==> src/rtl/ysyx_23060203_pkg.sv <==
// Shared constants and types for the IDU/EXU issue scoreboard.
// GPR geometry is also used by IDU and the register file.
package ysyx_23060203_pkg;

   localparam int SCB_MAX_INFLIGHT = 3;
   localparam int GPR_AW           = 5;
   localparam int GPR_NUM          = 32;

   typedef enum logic {
      RUN   = 1'b0,
      DRAIN = 1'b1
   } scb_state_e;

endpackage

==> src/rtl/ysyx_23060203_scb_cnt.sv <==
// Small up/down occupancy counter used for each GPR and for the in-flight total.
// Simultaneous inc and dec cancel out.
module ysyx_23060203_scb_cnt #(
   parameter int CW = 2
) (
   input  logic          clock,
   input  logic          reset,
   input  logic          inc,
   input  logic          dec,
   output logic [CW-1:0] cnt,
   output logic          nz
);

   logic [CW-1:0] cnt_reg;

   always_ff @(posedge clock or posedge reset) begin
      if (reset) begin
         cnt_reg <= '0;
      end else if (inc && !dec) begin
         cnt_reg <= cnt_reg + CW'(1);
      end else if (dec && !inc) begin
         cnt_reg <= cnt_reg - CW'(1);
      end
   end

   assign cnt = cnt_reg;
   assign nz  = |cnt_reg;

   // Wrap-around means the issue/writeback protocol was broken upstream.
   a_no_overflow : assert property (@(posedge clock) disable iff (reset)
      !(inc && !dec && (cnt_reg == {CW{1'b1}})));
   a_no_underflow : assert property (@(posedge clock) disable iff (reset)
      !(dec && !inc && (cnt_reg == '0)));

endmodule

==> src/rtl/ysyx_23060203_scoreboard.sv <==
// Register-hazard and serialization scheduler between IDU and EXU/LSU.
// Counts pending writes per GPR plus total in-flight work and derives the IDU stall.
module ysyx_23060203_scoreboard
   import ysyx_23060203_pkg::*;
#(
   parameter int MAX_INFLIGHT = SCB_MAX_INFLIGHT,
   parameter int CW           = $clog2(MAX_INFLIGHT + 1)
) (
   input  logic               clock,
   input  logic               reset,
   input  logic [GPR_AW-1:0]  chk_rs1,
   input  logic [GPR_AW-1:0]  chk_rs2,
   input  logic               chk_rs1_en,
   input  logic               chk_rs2_en,
   input  logic               chk_serial,
   output logic               stall,
   input  logic               iss_valid,
   input  logic [GPR_AW-1:0]  iss_rd,
   input  logic               iss_serial,
   input  logic               wb_valid,
   input  logic [GPR_AW-1:0]  wb_rd,
   output logic [CW-1:0]      inflight,
   output logic [GPR_NUM-1:0] busy,
   output logic               draining
);

   localparam logic [CW-1:0] MAX_CNT = CW'(MAX_INFLIGHT);

   logic [CW-1:0]      pend_cnt [GPR_NUM];
   logic [GPR_NUM-1:0] pend_nz;
   logic               inflight_nz;
   logic [CW-1:0]      inflight_next;
   logic               raw1;
   logic               raw2;
   logic               full;
   logic               ser_wait;
   scb_state_e         state_reg;
   scb_state_e         state_next;

   // x0 is never tracked; its slot reads as permanently empty.
   assign pend_cnt[0] = '0;
   assign pend_nz[0]  = 1'b0;

   genvar gi;
   generate
      for (gi = 1; gi < GPR_NUM; gi++) begin : g_pend
         ysyx_23060203_scb_cnt #(.CW(CW)) u_pend (
            .clock (clock),
            .reset (reset),
            .inc   (iss_valid && (iss_rd == GPR_AW'(gi))),
            .dec   (wb_valid && (wb_rd == GPR_AW'(gi))),
            .cnt   (pend_cnt[gi]),
            .nz    (pend_nz[gi])
         );
      end
   endgenerate

   ysyx_23060203_scb_cnt #(.CW(CW)) u_inflight (
      .clock (clock),
      .reset (reset),
      .inc   (iss_valid),
      .dec   (wb_valid),
      .cnt   (inflight),
      .nz    (inflight_nz)
   );

   assign inflight_next = inflight + CW'(iss_valid) - CW'(wb_valid);
   assign busy          = pend_nz;

   always_ff @(posedge clock or posedge reset) begin
      if (reset) begin
         state_reg <= RUN;
      end else begin
         state_reg <= state_next;
      end
   end

   always_comb begin
      state_next = state_reg;
      unique case (state_reg)
         RUN:     if (iss_valid && iss_serial) state_next = DRAIN;
         DRAIN:   if (inflight_next == '0)     state_next = RUN;
         default: state_next = RUN;
      endcase
   end

   // No writeback bypass: a hazard only clears once the counter has decremented.
   always_comb begin
      raw1     = chk_rs1_en && (chk_rs1 != '0) && (pend_cnt[chk_rs1] != '0);
      raw2     = chk_rs2_en && (chk_rs2 != '0) && (pend_cnt[chk_rs2] != '0);
      full     = (inflight == MAX_CNT);
      ser_wait = chk_serial && inflight_nz;
      draining = (state_reg == DRAIN);
      stall    = raw1 || raw2 || full || ser_wait || draining;
   end

   a_no_issue_while_stall : assert property (@(posedge clock) disable iff (reset)
      !(iss_valid && stall));
   a_no_spurious_wb : assert property (@(posedge clock) disable iff (reset)
      !(wb_valid && !iss_valid && (inflight == '0)));

endmodule
==> config.mk <==
export PLATFORM = sky130hd
export DESIGN_NAME = ysyx_23060203_scoreboard
export DESIGN_NICKNAME = d
export VERILOG_FILES = /design/src/rtl/ysyx_23060203_pkg.sv /design/src/rtl/ysyx_23060203_scb_cnt.sv /design/src/rtl/ysyx_23060203_scoreboard.sv
export SDC_FILE = /design/constraint.sdc
export NUM_CORES = 1
export LEC_CHECK = 0
export ABC_CLOCK_PERIOD_IN_PS = 4960
export BUFFER_PORTS_ARGS = -buffer_cell sky130_fd_sc_hd__buf_2
export CORE_MARGIN = 2
export CORE_UTILIZATION = 65
export CTS_BUF_LIST = sky130_fd_sc_hd__clkbuf_8
export CTS_CLUSTER_SIZE = 25
export DETAILED_ROUTE_END_ITERATION = 10
export PLACE_DENSITY = 0.95
export SETUP_SLACK_MARGIN = 0.4
export SLEW_MARGIN = 20
export SYNTH_ARGS = -nofsm -noshare
export SYNTH_HDL_FRONTEND = slang
export SYNTH_SLANG_ARGS = --single-unit
==> constraint.sdc <==
create_clock -name clock -period 4.96 [get_ports clock]
set_input_delay 0.992 -clock clock [delete_from_list [all_inputs] [get_ports clock]]
set_output_delay 0.992 -clock clock [all_outputs]
set_load 0.05 [all_outputs]
==> results of run 1 <==
-- metrics by stage --
stage / power (mW) / hold slack [ps]
floorplan: 2.47 / 434
global placement: 2.58 / 445
detailed placement: 2.65 / 449
CTS: 3.11 / 462
global route: 3.27 / 479
finish: 3.11 / 459
-- worst min path at each step --
| stage | from | endpoint | slack, ps | cells after the start |
|---|---|---|---|---|
| CTS | g_pend[26].u_pend.cnt[1] | g_pend[26].u_pend.cnt[1] | 460 | 1 |
| floorplan | g_pend[1].u_pend.cnt[1] | g_pend[1].u_pend.cnt[1] | 430 | 1 |
| global placement | g_pend[27].u_pend.cnt[1] | g_pend[27].u_pend.cnt[1] | 450 | 1 |
| finish | g_pend[26].u_pend.cnt[1] | g_pend[26].u_pend.cnt[1] | 460 | 1 |
| detailed placement | g_pend[6].u_pend.cnt[1] | g_pend[6].u_pend.cnt[1] | 450 | 1 |
| global route | g_pend[6].u_pend.cnt[1] | g_pend[6].u_pend.cnt[1] | 480 | 1 |
-- final cells by class --
type | count | area (µm²)
clock buffer | 10 | 138
clock inverter | 6 | 51.3
fill | 508 | 1870
inverter | 27 | 101
multi-input combinational | 367 | 2560
sequential | 65 | 1630
tap | 96 | 120
timing repair buffer | 63 | 318
-- power by group --
group	switching [mW]	internal, mW
Sequential	0.281	0.795
Combinational	1.07	0.513
Clock	0.210	0.239
-- cells by family (layout without fill, tap and decap cells) --
family | after synthesis | in the layout | share of synthesized area [%]
buf+inv | 72 | 106 | 8.62
simple gates | 190 | 190 | 18.3
xor+xnor | 98 | 98 | 18.7
other cells | 1 | 1 | 0.0818
compound gates | 32 | 32 | 5.10
mux | 11 | 11 | 4.20
fa+ha+maj | 35 | 35 | 9.49
flops | 65 | 65 | 35.5
-- worst register-to-register path, cell delays in order (launching register included) --
cell and delay [ps]:
sky130_fd_sc_hd__dfrtp_1 440, sky130_fd_sc_hd__inv_1 70, sky130_fd_sc_hd__ha_1 270, sky130_fd_sc_hd__inv_1 40, sky130_fd_sc_hd__ha_1 180, sky130_fd_sc_hd__xnor2_1 140
sky130_fd_sc_hd__xnor2_1 130, sky130_fd_sc_hd__o21ai_0 130, sky130_fd_sc_hd__o21ai_0 100
-- Yosys cell counts (2+ instances only) --
cell type / instances / area (µm²)
sky130_fd_sc_hd__xor2_1: 64 / 561
sky130_fd_sc_hd__nor2b_1: 9 / 56.3
sky130_fd_sc_hd__a21oi_1: 8 / 40.0
sky130_fd_sc_hd__mux2_2: 2 / 22.5
sky130_fd_sc_hd__ha_1: 34 / 425
sky130_fd_sc_hd__inv_1: 27 / 101
sky130_fd_sc_hd__a31oi_1: 2 / 12.5
sky130_fd_sc_hd__a2111oi_0: 4 / 35.0
sky130_fd_sc_hd__nand3_1: 7 / 35.0
sky130_fd_sc_hd__nor3_1: 16 / 80.1
sky130_fd_sc_hd__clkbuf_1: 8 / 30.0
sky130_fd_sc_hd__xnor2_1: 34 / 298
sky130_fd_sc_hd__a211oi_1: 7 / 52.6
sky130_fd_sc_hd__dfrtp_1: 65 / 1630
sky130_fd_sc_hd__nor2_1: 92 / 345
sky130_fd_sc_hd__buf_2: 4 / 20.0
sky130_fd_sc_hd__o21ai_0: 3 / 15.0
sky130_fd_sc_hd__a211o_1: 3 / 26.3
sky130_fd_sc_hd__nand2b_1: 5 / 31.3
sky130_fd_sc_hd__mux2i_1: 2 / 20.0
sky130_fd_sc_hd__or2_1: 8 / 50.1
sky130_fd_sc_hd__buf_4: 32 / 240
sky130_fd_sc_hd__nand2_1: 41 / 154
sky130_fd_sc_hd__mux4_2: 6 / 135
-- layer usage --
metal,GRT usage (%),vias up
li1,-,1680
met1,37.4,1763
met2,50.5,214
met3,6.13,42
met4,14.5,0
met5,0,-
==> metrics.sh, run 1 <==
SYN_NETS=566
CLKSLEWWORSTSETUPHOLDPATHS_PS=70
FIRST_PASS_ITERS=5
CRIT_PATH_FREQUENT_CELL='sky130_fd_sc_hd__buf_2'
INSERTEDDIODECOUNT=0
POST_ROUTE_WL_UM=10800
IO_PINS=64
SETUP-VIOLATIONS-FINAL=0
YS.WARNINGS.COUNT=0
POWER_DENSITY_mW_PER_MM2=633
PERIOD_NEEDED_PS=3920
GRT_FIRST_PASS_WIRELENGTH_UM=17600
DESIGN.FINAL.NETS=595
FINALINSTANCEAREA_MM2=0.00492
CP_DATA_REQUIRED_TIME_PS=3970
ANTENNA_FOUND_INITIAL=0
CRIT_CHAIN='buf_2 -> mux4_2 -> and3_1 -> nor4_1 -> a211o_1 -> buf_2'
PLACE_INST=618
CTS_SINKS=65
MET3_LENGTH_UM=998
CRITPATHCAPTURE='stall'
IR_DROP_mV=0.429
FF2FF_PATH_DEPTH=8
SYNTH_SEQ_AREA_SHARE_PCT=35.5
CRIT_FAMILY='buffers and inverters'
CLOCKBUFFERDEPTH=2
CLOCK_TREE_FROM_TRITONCTS='built'
MOSTFREQUENTLAYOUTCELL='sky130_fd_sc_hd__nor2_1'
NUMBER_OF_CORE_ROWS=30
NETLIST_INSTANCES=504
CLOCK_LATENCY_PS=360
CRITICALPATHCATEGORY='input pin to primary output'
SLEW_VIOL_FINAL=0
DP.FINAL_HPWL_UM=8010
POST_SYNTH_INSTANCE_AREA_MM2=0.00459
DETAIL_ROUTE.DRC_VIOLATIONS=0
SMALLEST_SETUP_SLACK_AFTER_LAYOUT_PS=1040
STARTING_DENSITY_OF_THE_CORE_PCT=67.5
POSTSYNTH.ASYNCRESETSHARE_PCT=100
CTS_HOLD_BUFFERS=0
DRTANTENNAVIOLNETS=0
DIEAREA_MM2=0.00774
MAXSLEWHEADROOM_PCT=45.6
CORE_MM2=0.00679
DETAILED_ROUTE_WIRELENGTH_ON_METAL2_UM=5080
AREA_DELTA_SYNTH_FINAL_PCT=7.26
VIA_COUNT=3699
WORSTSETUPSTARTPOINTTYPE='input pin'
PLACEMENT.CELL_AREA_MM2=0.00473
RSZ0062_AT_GRT='false'
TIGHTESTPINTRANSITION_PS=816
CP.ARRIVAL_PS=2920
CTS_REPAIR_RESIZE_COUNT=0
FINALSETUPTNS_PS=0
PERIOD_UTILIZATION_PCT=78.9
FIRST_ITER_VIOLATIONS=317
FINAL_CELL_COUNT_NO_FILL=634
YOSYS_REGISTER_BITS=65
MAX_FREQ_MHz=255
ROUTE.DETAILED.WL_PER_INST_UM=17.1
CTS-ROOT-BUF='sky130_fd_sc_hd__clkbuf_8'
NETLIST-CELL-TYPE-COUNT=45
WORST_SETUP_PATH_END_KIND='primary output'
PLACEMENT.IO_BUFFERS=62
TIMING.HOLD.WORST.CLASS='flip-flop to flip-flop'
VIAS_PER_CELL=5.83
R2R-START='u_inflight.cnt[0]'
PLACER_CONGESTION=0.990
GRT_PASS1_VIAS=3703
DIEHEIGHT_UM=88.0
REG2REG_TO='draining'
DRIVE_ABOVE_1_SHARE_PCT=16.7
STATUS='finished clean'
DRV.MAX_CAP_VIOLATION_COUNT=0
FINAL_CELL_MIX='sky130_fd_sc_hd__nor2_1 (92), sky130_fd_sc_hd__dfrtp_1 (65), sky130_fd_sc_hd__xor2_1 (64), sky130_fd_sc_hd__buf_2 (62), sky130_fd_sc_hd__nand2_1 (41)'
DIE_WIDTH_UM=88.0
SETUP.WORST_PATH.START='chk_rs1[0]'
SYNTH_ENABLE_FLOP_CELLS=0
HIGHEST-SIGNAL-LAYER='met4'
CRITICAL-PATH-MAX-STAGE-DELAY_PS=550
CRITICAL_PATH.MAX_FANOUT=19
PIN_COUNT_OF_THE_BIGGEST_NET_ENTERING_GLOBAL_ROUTING=66
CELLLEAKAGEPOWER_nW=2.34
GRT.OVERFLOW.TOTAL=0
TIMING.CRITICAL_PATH.BUF_INV=2
FIN_SKEW_PS=12.1
CLOCK_TREE.HTREE_LEVEL_COUNT=3
PRE_CTS_SLACK_PS=1130
ROUTEDLENGTHMET1_UM=4350
UTILIZATION_PCT=72.4
NUMCTSBUFFERS=9
AVGSYNTHCELLAREA_UM2=9.10
LARGEST_REGISTER_FF_COUNT=62
FINALHOLDVIOLCOUNT=0
TIMING.CRITICAL_PATH.SLOWEST_STAGE_CELL='sky130_fd_sc_hd__mux4_2'
GRT_USAGE_PCT=30.2
YS.FLOP_TYPE='sky130_fd_sc_hd__dfrtp_1'
POST-CTS-SETUP-BUFFERS=0
RRSETUPSLACK_PS=3370
CRIT_CELLS=6
No activity file was read; power rests on OpenSTA's default activity.
==> run 2, diff against run 1 <==
--- a/config.mk
+++ b/config.mk
@@ -5,14 +5,14 @@
 export SDC_FILE = /design/constraint.sdc
 export NUM_CORES = 1
 export LEC_CHECK = 0
-export ABC_CLOCK_PERIOD_IN_PS = 4960
+export ABC_CLOCK_PERIOD_IN_PS = 3600
 export BUFFER_PORTS_ARGS = -buffer_cell sky130_fd_sc_hd__buf_2
 export CORE_MARGIN = 2
-export CORE_UTILIZATION = 65
+export CORE_UTILIZATION = 54
 export CTS_BUF_LIST = sky130_fd_sc_hd__clkbuf_8
 export CTS_CLUSTER_SIZE = 25
 export DETAILED_ROUTE_END_ITERATION = 10
-export PLACE_DENSITY = 0.95
+export PLACE_DENSITY = 0.86
 export SETUP_SLACK_MARGIN = 0.4
 export SLEW_MARGIN = 20
 export SYNTH_ARGS = -nofsm -noshare
==> constraint.sdc (replaced) <==
create_clock -name clock -period 3.6 [get_ports clock]
set_input_delay 0.72 -clock clock [delete_from_list [all_inputs] [get_ports clock]]
set_output_delay 0.72 -clock clock [all_outputs]
set_load 0.05 [all_outputs]
==> run 2 against run 1 <==
Via count down 2.1%; sequential share of layout area decreased by 0.30 points; cell count is 2.1% higher; sequential power increased by 35%; clock skew decreased by 6.8 ps; worst hold slack better by 6.4 ps; flip-flop and latch count did not move; routed wire length is the same; largest cell class unchanged; highest routed layer unchanged.
==> metrics.sh, run 2 (synthesis results as in run 1) <==
DRV.MAX_CAP_VIOLATION_COUNT=0
CORE_MM2=0.00822
UTILIZATION_PCT=60.4
FINALSETUPTNS_PS=0
MAXSLEWHEADROOM_PCT=47.8
DP.FINAL_HPWL_UM=8190
AREA_DELTA_SYNTH_FINAL_PCT=8.24
GRT_PASS1_VIAS=3623
CELLLEAKAGEPOWER_nW=2.36
NUMCTSBUFFERS=9
FILLER_CELL_COUNT=689
HOLD_PATH_DEPTH=1
ANTENNA_FOUND_INITIAL=0
MOSTFREQUENTLAYOUTCELL='sky130_fd_sc_hd__nor2_1'
GRT_USAGE_PCT=25.2
ROUTE.DETAILED.WL_PER_INST_UM=16.7
FINAL_CELL_MIX='sky130_fd_sc_hd__nor2_1 (92), sky130_fd_sc_hd__dfrtp_1 (65), sky130_fd_sc_hd__xor2_1 (64), sky130_fd_sc_hd__buf_2 (60), sky130_fd_sc_hd__nand2_1 (41)'
DIEAREA_MM2=0.00925
POWER_DENSITY_mW_PER_MM2=859
CLOCK_LATENCY_PS=350
STATUS='finished clean'
CLOCK_TREE.HTREE_LEVEL_COUNT=3
CTS-ROOT-BUF='sky130_fd_sc_hd__clkbuf_8'
DIEHEIGHT_UM=96.2
IO_PINS=64
LARGEST_REGISTER_FF_COUNT=62
WORSTSETUPSTARTPOINTTYPE='input pin'
PERIOD_UTILIZATION_PCT=88.1
DRTANTENNAVIOLNETS=0
CP_DATA_REQUIRED_TIME_PS=2880
CTS_SINKS=65
SLEW_VIOL_FINAL=0
PIN_COUNT_OF_THE_BIGGEST_NET_ENTERING_GLOBAL_ROUTING=56
CRITICAL_PATH.MAX_FANOUT=19
INSERTEDDIODECOUNT=0
CLOCKBUFFERDEPTH=2
CLKSLEWWORSTSETUPHOLDPATHS_PS=70
TIMING.HOLD.WORST.CLASS='flip-flop to flip-flop'
PLACEMENT.IO_BUFFERS=62
FIRST_PASS_ITERS=5
CTS_HOLD_BUFFERS=0
VIAS_PER_CELL=5.60
CP.ARRIVAL_PS=2450
FIN_SKEW_PS=5.31
VIA_COUNT=3623
DIE_WIDTH_UM=96.2
PLACER_CONGESTION=0.890
RSZ0062_AT_GRT='true'
DESIGN.FINAL.NETS=599
FINALHOLDVIOLCOUNT=0
CRITICALPATHCATEGORY='input pin to primary output'
MAX_FREQ_MHz=315
STARTING_DENSITY_OF_THE_CORE_PCT=55.8
DRIVE_ABOVE_1_SHARE_PCT=17.7
SETUP-VIOLATIONS-FINAL=0
SMALLEST_SETUP_SLACK_AFTER_LAYOUT_PS=428
POST_ROUTE_WL_UM=10800
FF2FF_PATH_DEPTH=8
PRE_CTS_SLACK_PS=298
FIRST_ITER_VIOLATIONS=281
WORST_SETUP_PATH_END_KIND='primary output'
GRT_FIRST_PASS_WIRELENGTH_UM=17500
GRT.OVERFLOW.TOTAL=0
TIGHTESTPINTRANSITION_PS=780
CLOCK_TREE_FROM_TRITONCTS='built'
DETAIL_ROUTE.DRC_VIOLATIONS=0
NUMBER_OF_CORE_ROWS=33
PERIOD_NEEDED_PS=3170
IR_DROP_mV=0.509
[run 2: changes by cell type in the layout (fill, tap and decap cells not counted), sizes merged]
cell	before	now
buf	63	67
bufinv	1	0
clkbuf	10	11
clkinv	2	3
inv	30	29
[run 2: worst max-delay path, stage by stage]
cell,delay (ps)
sky130_fd_sc_hd__buf_4,230
sky130_fd_sc_hd__mux2_4,330
sky130_fd_sc_hd__a221oi_2,230
sky130_fd_sc_hd__nor4b_1,80
sky130_fd_sc_hd__a2111o_1,410
sky130_fd_sc_hd__a211o_1,280
sky130_fd_sc_hd__buf_6,170
[run 2: final timing paths]
path	from	end	slack (ps)
max	chk_rs1[0]	stall	430
min	g_pend[1].u_pend.cnt[1]	g_pend[1].u_pend.cnt[1]	470
max reg2reg	u_inflight.cnt[0]	draining	1940
min reg2reg	g_pend[1].u_pend.cnt[1]	g_pend[1].u_pend.cnt[1]	470
max in group asynchronous	reset	g_pend[13].u_pend.cnt[1]	2500
min in group asynchronous	reset	g_pend[18].u_pend.cnt[1]	480
[run 2: layout make-up]
type | instances | area [µm²] | area share, %
Tap cell | 105 | 131 | 2.65
Inverter | 27 | 104 | 2.09
Timing Repair Buffer | 67 | 357 | 7.18
Clock inverter | 5 | 22.5 | 0.454
Sequential cell | 65 | 1630 | 32.8
Clock buffer | 11 | 151 | 3.05
Multi-Input combinational cell | 367 | 2570 | 51.8
[run 2: per-layer routing]
metal / global-route usage (%) / up-vias / wire length [µm]
met5: 0 / - / 0
met4: 8.21 / 0 / 290
met3: 6.89 / 35 / 1010
met2: 41.7 / 171 / 5140
met1: 32.0 / 1733 / 4390
li1: - / 1684 / -
[run 2: report_power, final]
| group | leakage (nW) | internal, mW | total (mW) | switching (mW) |
|---|---|---|---|---|
| Combinational | 1.47 | 0.744 | 2.26 | 1.51 |
| Sequential | 0.786 | 1.10 | 1.46 | 0.361 |
| Clock | 0.101 | 0.279 | 0.551 | 0.273 |
| Total | 2.36 | 2.12 | 4.26 | 2.15 |
[run 2: metrics by stage]
step	power [mW]	area [µm²]	hold slack [ps]	cells
3_3_place_gp	3.56	4740	446	627
3_5_place_dp	3.65	4740	455	627
4_1_cts	4.25	4950	465	646
5_1_grt	4.50	4960	483	647
6_report	4.26	4960	466	647
2_1_floorplan	3.40	4590	434	504
[run 2: repair_timing]
action | CTS | global route
setup buffers | 3 | 1
gates resized for setup | 4 | 1
endpoints found under the hold margin | 0 | 0
pin swaps | 0 | 0
endpoints found under the setup margin | 1 | 1
==> run 3, diff against run 2 <==
--- a/config.mk
+++ b/config.mk
@@ -5,14 +5,15 @@
 export SDC_FILE = /design/constraint.sdc
 export NUM_CORES = 1
 export LEC_CHECK = 0
+export ABC_AREA = 1
 export ABC_CLOCK_PERIOD_IN_PS = 3600
 export BUFFER_PORTS_ARGS = -buffer_cell sky130_fd_sc_hd__buf_2
 export CORE_MARGIN = 2
-export CORE_UTILIZATION = 54
+export CORE_UTILIZATION = 55
 export CTS_BUF_LIST = sky130_fd_sc_hd__clkbuf_8
 export CTS_CLUSTER_SIZE = 25
 export DETAILED_ROUTE_END_ITERATION = 10
-export PLACE_DENSITY = 0.86
+export PLACE_DENSITY = 0.87
 export SETUP_SLACK_MARGIN = 0.4
 export SLEW_MARGIN = 20
 export SYNTH_ARGS = -nofsm -noshare
==> constraint.sdc (replaced) <==
create_clock -name clock -period 3.6 [get_ports clock]
set_input_delay 0.36 -clock clock [delete_from_list [all_inputs] [get_ports clock]]
set_output_delay 0.36 -clock clock [all_outputs]
set_load 0.05 [all_outputs]
==> run 3 against run 2 <==
Clock skew grew 1.5 ps; sequential power is 6% lower; design area up 4.4%; highest routed layer unchanged; largest cell class unchanged.
==> metrics.sh, run 3 <==
YS.FLOP_TYPE='sky130_fd_sc_hd__dfrtp_1'
MOSTFREQUENTLAYOUTCELL='sky130_fd_sc_hd__nand2_1'
GRT.OVERFLOW.TOTAL=0
AREA_DELTA_SYNTH_FINAL_PCT=8.51
CRIT_CHAIN='nor2_1 -> nor2_1 -> nor2_1 -> nand3_1 -> nand2_1 -> nand2_1 -> nand2_1 -> nand2_1 -> nand3_1 -> nand3_1 -> buf_2'
GRT_PASS1_VIAS=4437
POST_SYNTH_INSTANCE_AREA_MM2=0.00478
TOTAL_SWITCHING_POWER_mW=2.19
PLACER_CONGESTION=0.988
PLACEMENT.IO_BUFFERS=62
SYNTH.TOP_CELLS.BY_AREA='sky130_fd_sc_hd__dfrtp_1 (34%), sky130_fd_sc_hd__nand2_1 (9.7%), sky130_fd_sc_hd__xnor2_1 (9.2%)'
CLKSLEWWORSTSETUPHOLDPATHS_PS=80
ANTENNA_FOUND_INITIAL=0
NUMBER_OF_CORE_ROWS=33
CTS_REPAIR_RESIZE_COUNT=0
CRITICAL_PATH.MAX_FANOUT=3
YOSYSMOSTFREQUENTCELL='sky130_fd_sc_hd__nand2_1'
DRTANTENNAVIOLNETS=0
ROUTE.DETAILED.WL_PER_INST_UM=15.3
SLEW_VIOL_FINAL=0
WORST_SETUP_PATH_END_KIND='primary output'
DRV.MAX_CAP_VIOLATION_COUNT=0
MAXSLEWHEADROOM_PCT=36.9
PERIOD_UTILIZATION_PCT=66.9
CRITICALPATHCATEGORY='flip-flop to primary output'
CLOCK_LATENCY_PS=360
FF2FF_PATH_DEPTH=8
CTS_HOLD_BUFFERS=0
FIRST_PASS_ITERS=5
PIN_COUNT_OF_THE_BIGGEST_NET_ENTERING_GLOBAL_ROUTING=48
POSTSYNTH.ASYNCRESETSHARE_PCT=100
DIEAREA_MM2=0.00944
DIE_WIDTH_UM=97.2
NETLIST_INSTANCES=658
SYN_NETS=720
CP.ARRIVAL_PS=2050
TIMING.HOLD.WORST.CLASS='input pin to asynchronous set/reset pin'
SYNTH_SEQ_AREA_SHARE_PCT=34.1
FINALHOLDVIOLCOUNT=0
SHARE_COMB_OF_TOTAL_POWER_PCT=51.5
NUMCTSBUFFERS=9
SETUP.WORST_PATH.START='g_pend[13].u_pend.cnt[0]'
FIN_SKEW_PS=6.78
CELLLEAKAGEPOWER_nW=2.60
VIA_COUNT=4355
P_CLK_SHARE_PCT=16.3
POWER.INTERNAL_mW=2.06
STATUS='finished clean'
DIEHEIGHT_UM=97.2
SYNTH.LARGEST_AREA_CELL='sky130_fd_sc_hd__dfrtp_1'
R2R-START='u_inflight.cnt[0]'
DRIVE_ABOVE_1_SHARE_PCT=12.9
SETUP-VIOLATIONS-FINAL=0
LARGEST_REGISTER_FF_COUNT=62
CRIT_PATH_FREQUENT_CELL='sky130_fd_sc_hd__nand2_1'
POWER_FRAC_SEQ_PCT=32.2
TIMING.CRITICAL_PATH.SLOWEST_STAGE_CELL='sky130_fd_sc_hd__dfrtp_1'
FINALSETUPTNS_PS=0
CRITICAL-PATH-MAX-STAGE-DELAY_PS=410
PLACE_INST=789
PERIOD_NEEDED_PS=2410
IO_PINS=64
FINAL_CELL_COUNT_NO_FILL=805
POWER_DENSITY_mW_PER_MM2=820
CLOCKBUFFERDEPTH=2
DETAIL_ROUTE.DRC_VIOLATIONS=0
FINAL_CELL_MIX='sky130_fd_sc_hd__nand2_1 (124), sky130_fd_sc_hd__nor2_1 (111), sky130_fd_sc_hd__inv_1 (94), sky130_fd_sc_hd__dfrtp_1 (65), sky130_fd_sc_hd__buf_2 (62)'
GRT_USAGE_PCT=27.4
REG2REG_TO='draining'
SYNTHDOMINANTCELLAREASHARE_PCT=34.1
CLOCK_TREE_FROM_TRITONCTS='built'
POST-CTS-SETUP-BUFFERS=0
YOSYS_REGISTER_BITS=65
RRSETUPSLACK_PS=2090
YS.WARNINGS.COUNT=0
CTS-ROOT-BUF='sky130_fd_sc_hd__clkbuf_8'
TIGHTESTPINTRANSITION_PS=943
NETLIST-CELL-TYPE-COUNT=23
CLOCK_TREE.HTREE_LEVEL_COUNT=3
INSERTEDDIODECOUNT=0
CP_DATA_REQUIRED_TIME_PS=3240
CORE_MM2=0.00830
VIAS_PER_CELL=5.41
AVGSYNTHCELLAREA_UM2=7.26
STARTING_DENSITY_OF_THE_CORE_PCT=57.5
MAX_FREQ_MHz=415
GRT_FIRST_PASS_WIRELENGTH_UM=21000
DP.FINAL_HPWL_UM=9800
YOSYS-TOP-CELLS-COUNT='sky130_fd_sc_hd__nand2_1 (124), sky130_fd_sc_hd__nor2_1 (111), sky130_fd_sc_hd__inv_1 (95)'
CTS_SINKS=65
POWER_SWITCHING_SHARE_PCT=51.4
POST_ROUTE_WL_UM=12300
WORSTSETUPSTARTPOINTTYPE='flip-flop'
SYNTH_ENABLE_FLOP_CELLS=0
DESIGN.FINAL.NETS=757
RSZ0062_AT_GRT='false'
IR_DROP_mV=0.587
FIRST_ITER_VIOLATIONS=262
TIMING.CRITICAL_PATH.BUF_INV=1
CRIT_FAMILY='simple AND/OR/NAND/NOR gates'
run 3: changes by cell type after synthesis, sizes merged, moves of 18 or more:
cell | before | now
a21oi | 8 | 45
inv | 27 | 100
nand2 | 41 | 127
nand3 | 7 | 25
nor2 | 92 | 113
o21ai | 3 | 36
xor2 | 64 | 16
run 3: metal layers:
metal | track usage (%) | routed length (µm) | up-vias
li1 | - | - | 2079
met1 | 35.8 | 5240 | 2023
met2 | 45.1 | 5690 | 210
met3 | 4.82 | 970 | 43
met4 | 11.5 | 415 | 0
met5 | 0 | 0 | -
run 3: layout make-up:
| class | count | area (µm²) |
|---|---|---|
| Multi-Input combinational cell | 455 | 2510 |
| Inverter | 101 | 380 |
| Timing Repair Buffer | 63 | 318 |
| Sequential cell | 65 | 1630 |
| Tap cell | 105 | 131 |
| Fill cell | 740 | 3120 |
| Clock inverter | 7 | 95.1 |
| Clock buffer | 9 | 124 |
run 3: cell families after synthesis:
family / after synthesis / share of synthesized area, %
and+or+nand+nor: 270 / 22.4
DFF: 65 / 34.1
adders and majority gates: 35 / 9.12
AOI/OAI and AO/OA: 83 / 8.83
other: 1 / 0.0785
buffers and inverters: 138 / 13.4
xor gates and xnor gates: 66 / 12.1
run 3: how the worst max path moves through the flow:
stage / endpoint / slack [ps] / cells past startpoint
5_1_grt: stall / 1030 / 11
6_report: stall / 1190 / 11
2_1_floorplan: draining / 1610 / 1
3_5_place_dp: g_pend[15].u_pend.cnt[1] / 1340 / 8
3_3_place_gp: g_pend[6].u_pend.cnt[1] / 1390 / 8
4_1_cts: stall / 1180 / 11
run 3: power by group through the flow:
stage / sequential, mW / combinational (mW) / clock, mW
CTS: 1.36 / 2.18 / 0.694
global placement: 1.34 / 2.13 / 0
floorplan: 1.37 / 1.86 / 0
finish: 1.37 / 2.19 / 0.692
global route: 1.41 / 2.36 / 0.734
detailed placement: 1.38 / 2.16 / 0
run 3: stage by stage:
stage	hold WS, ps	power [mW]	utilization [%]	area [µm²]	worst slack [ps]
after floorplan	437	3.23	-	4780	1610
after global placement	452	3.47	59.8	4960	1390
after detailed placement	463	3.54	59.8	4960	1340
after CTS	273	4.24	62.4	5180	1180
after global routing	201	4.50	62.4	5180	1030
final	132	4.25	62.4	5180	1190
run 3: worst register-to-register path, delay by kind of cell, from the launching register on:
kind | cells | cell delay (ps)
buffers and inverters | 3 | 150
AOI/OAI and AO/OA | 2 | 290
xor gates and xnor gates | 1 | 120
adders and majority gates | 2 | 440
DFF | 1 | 400
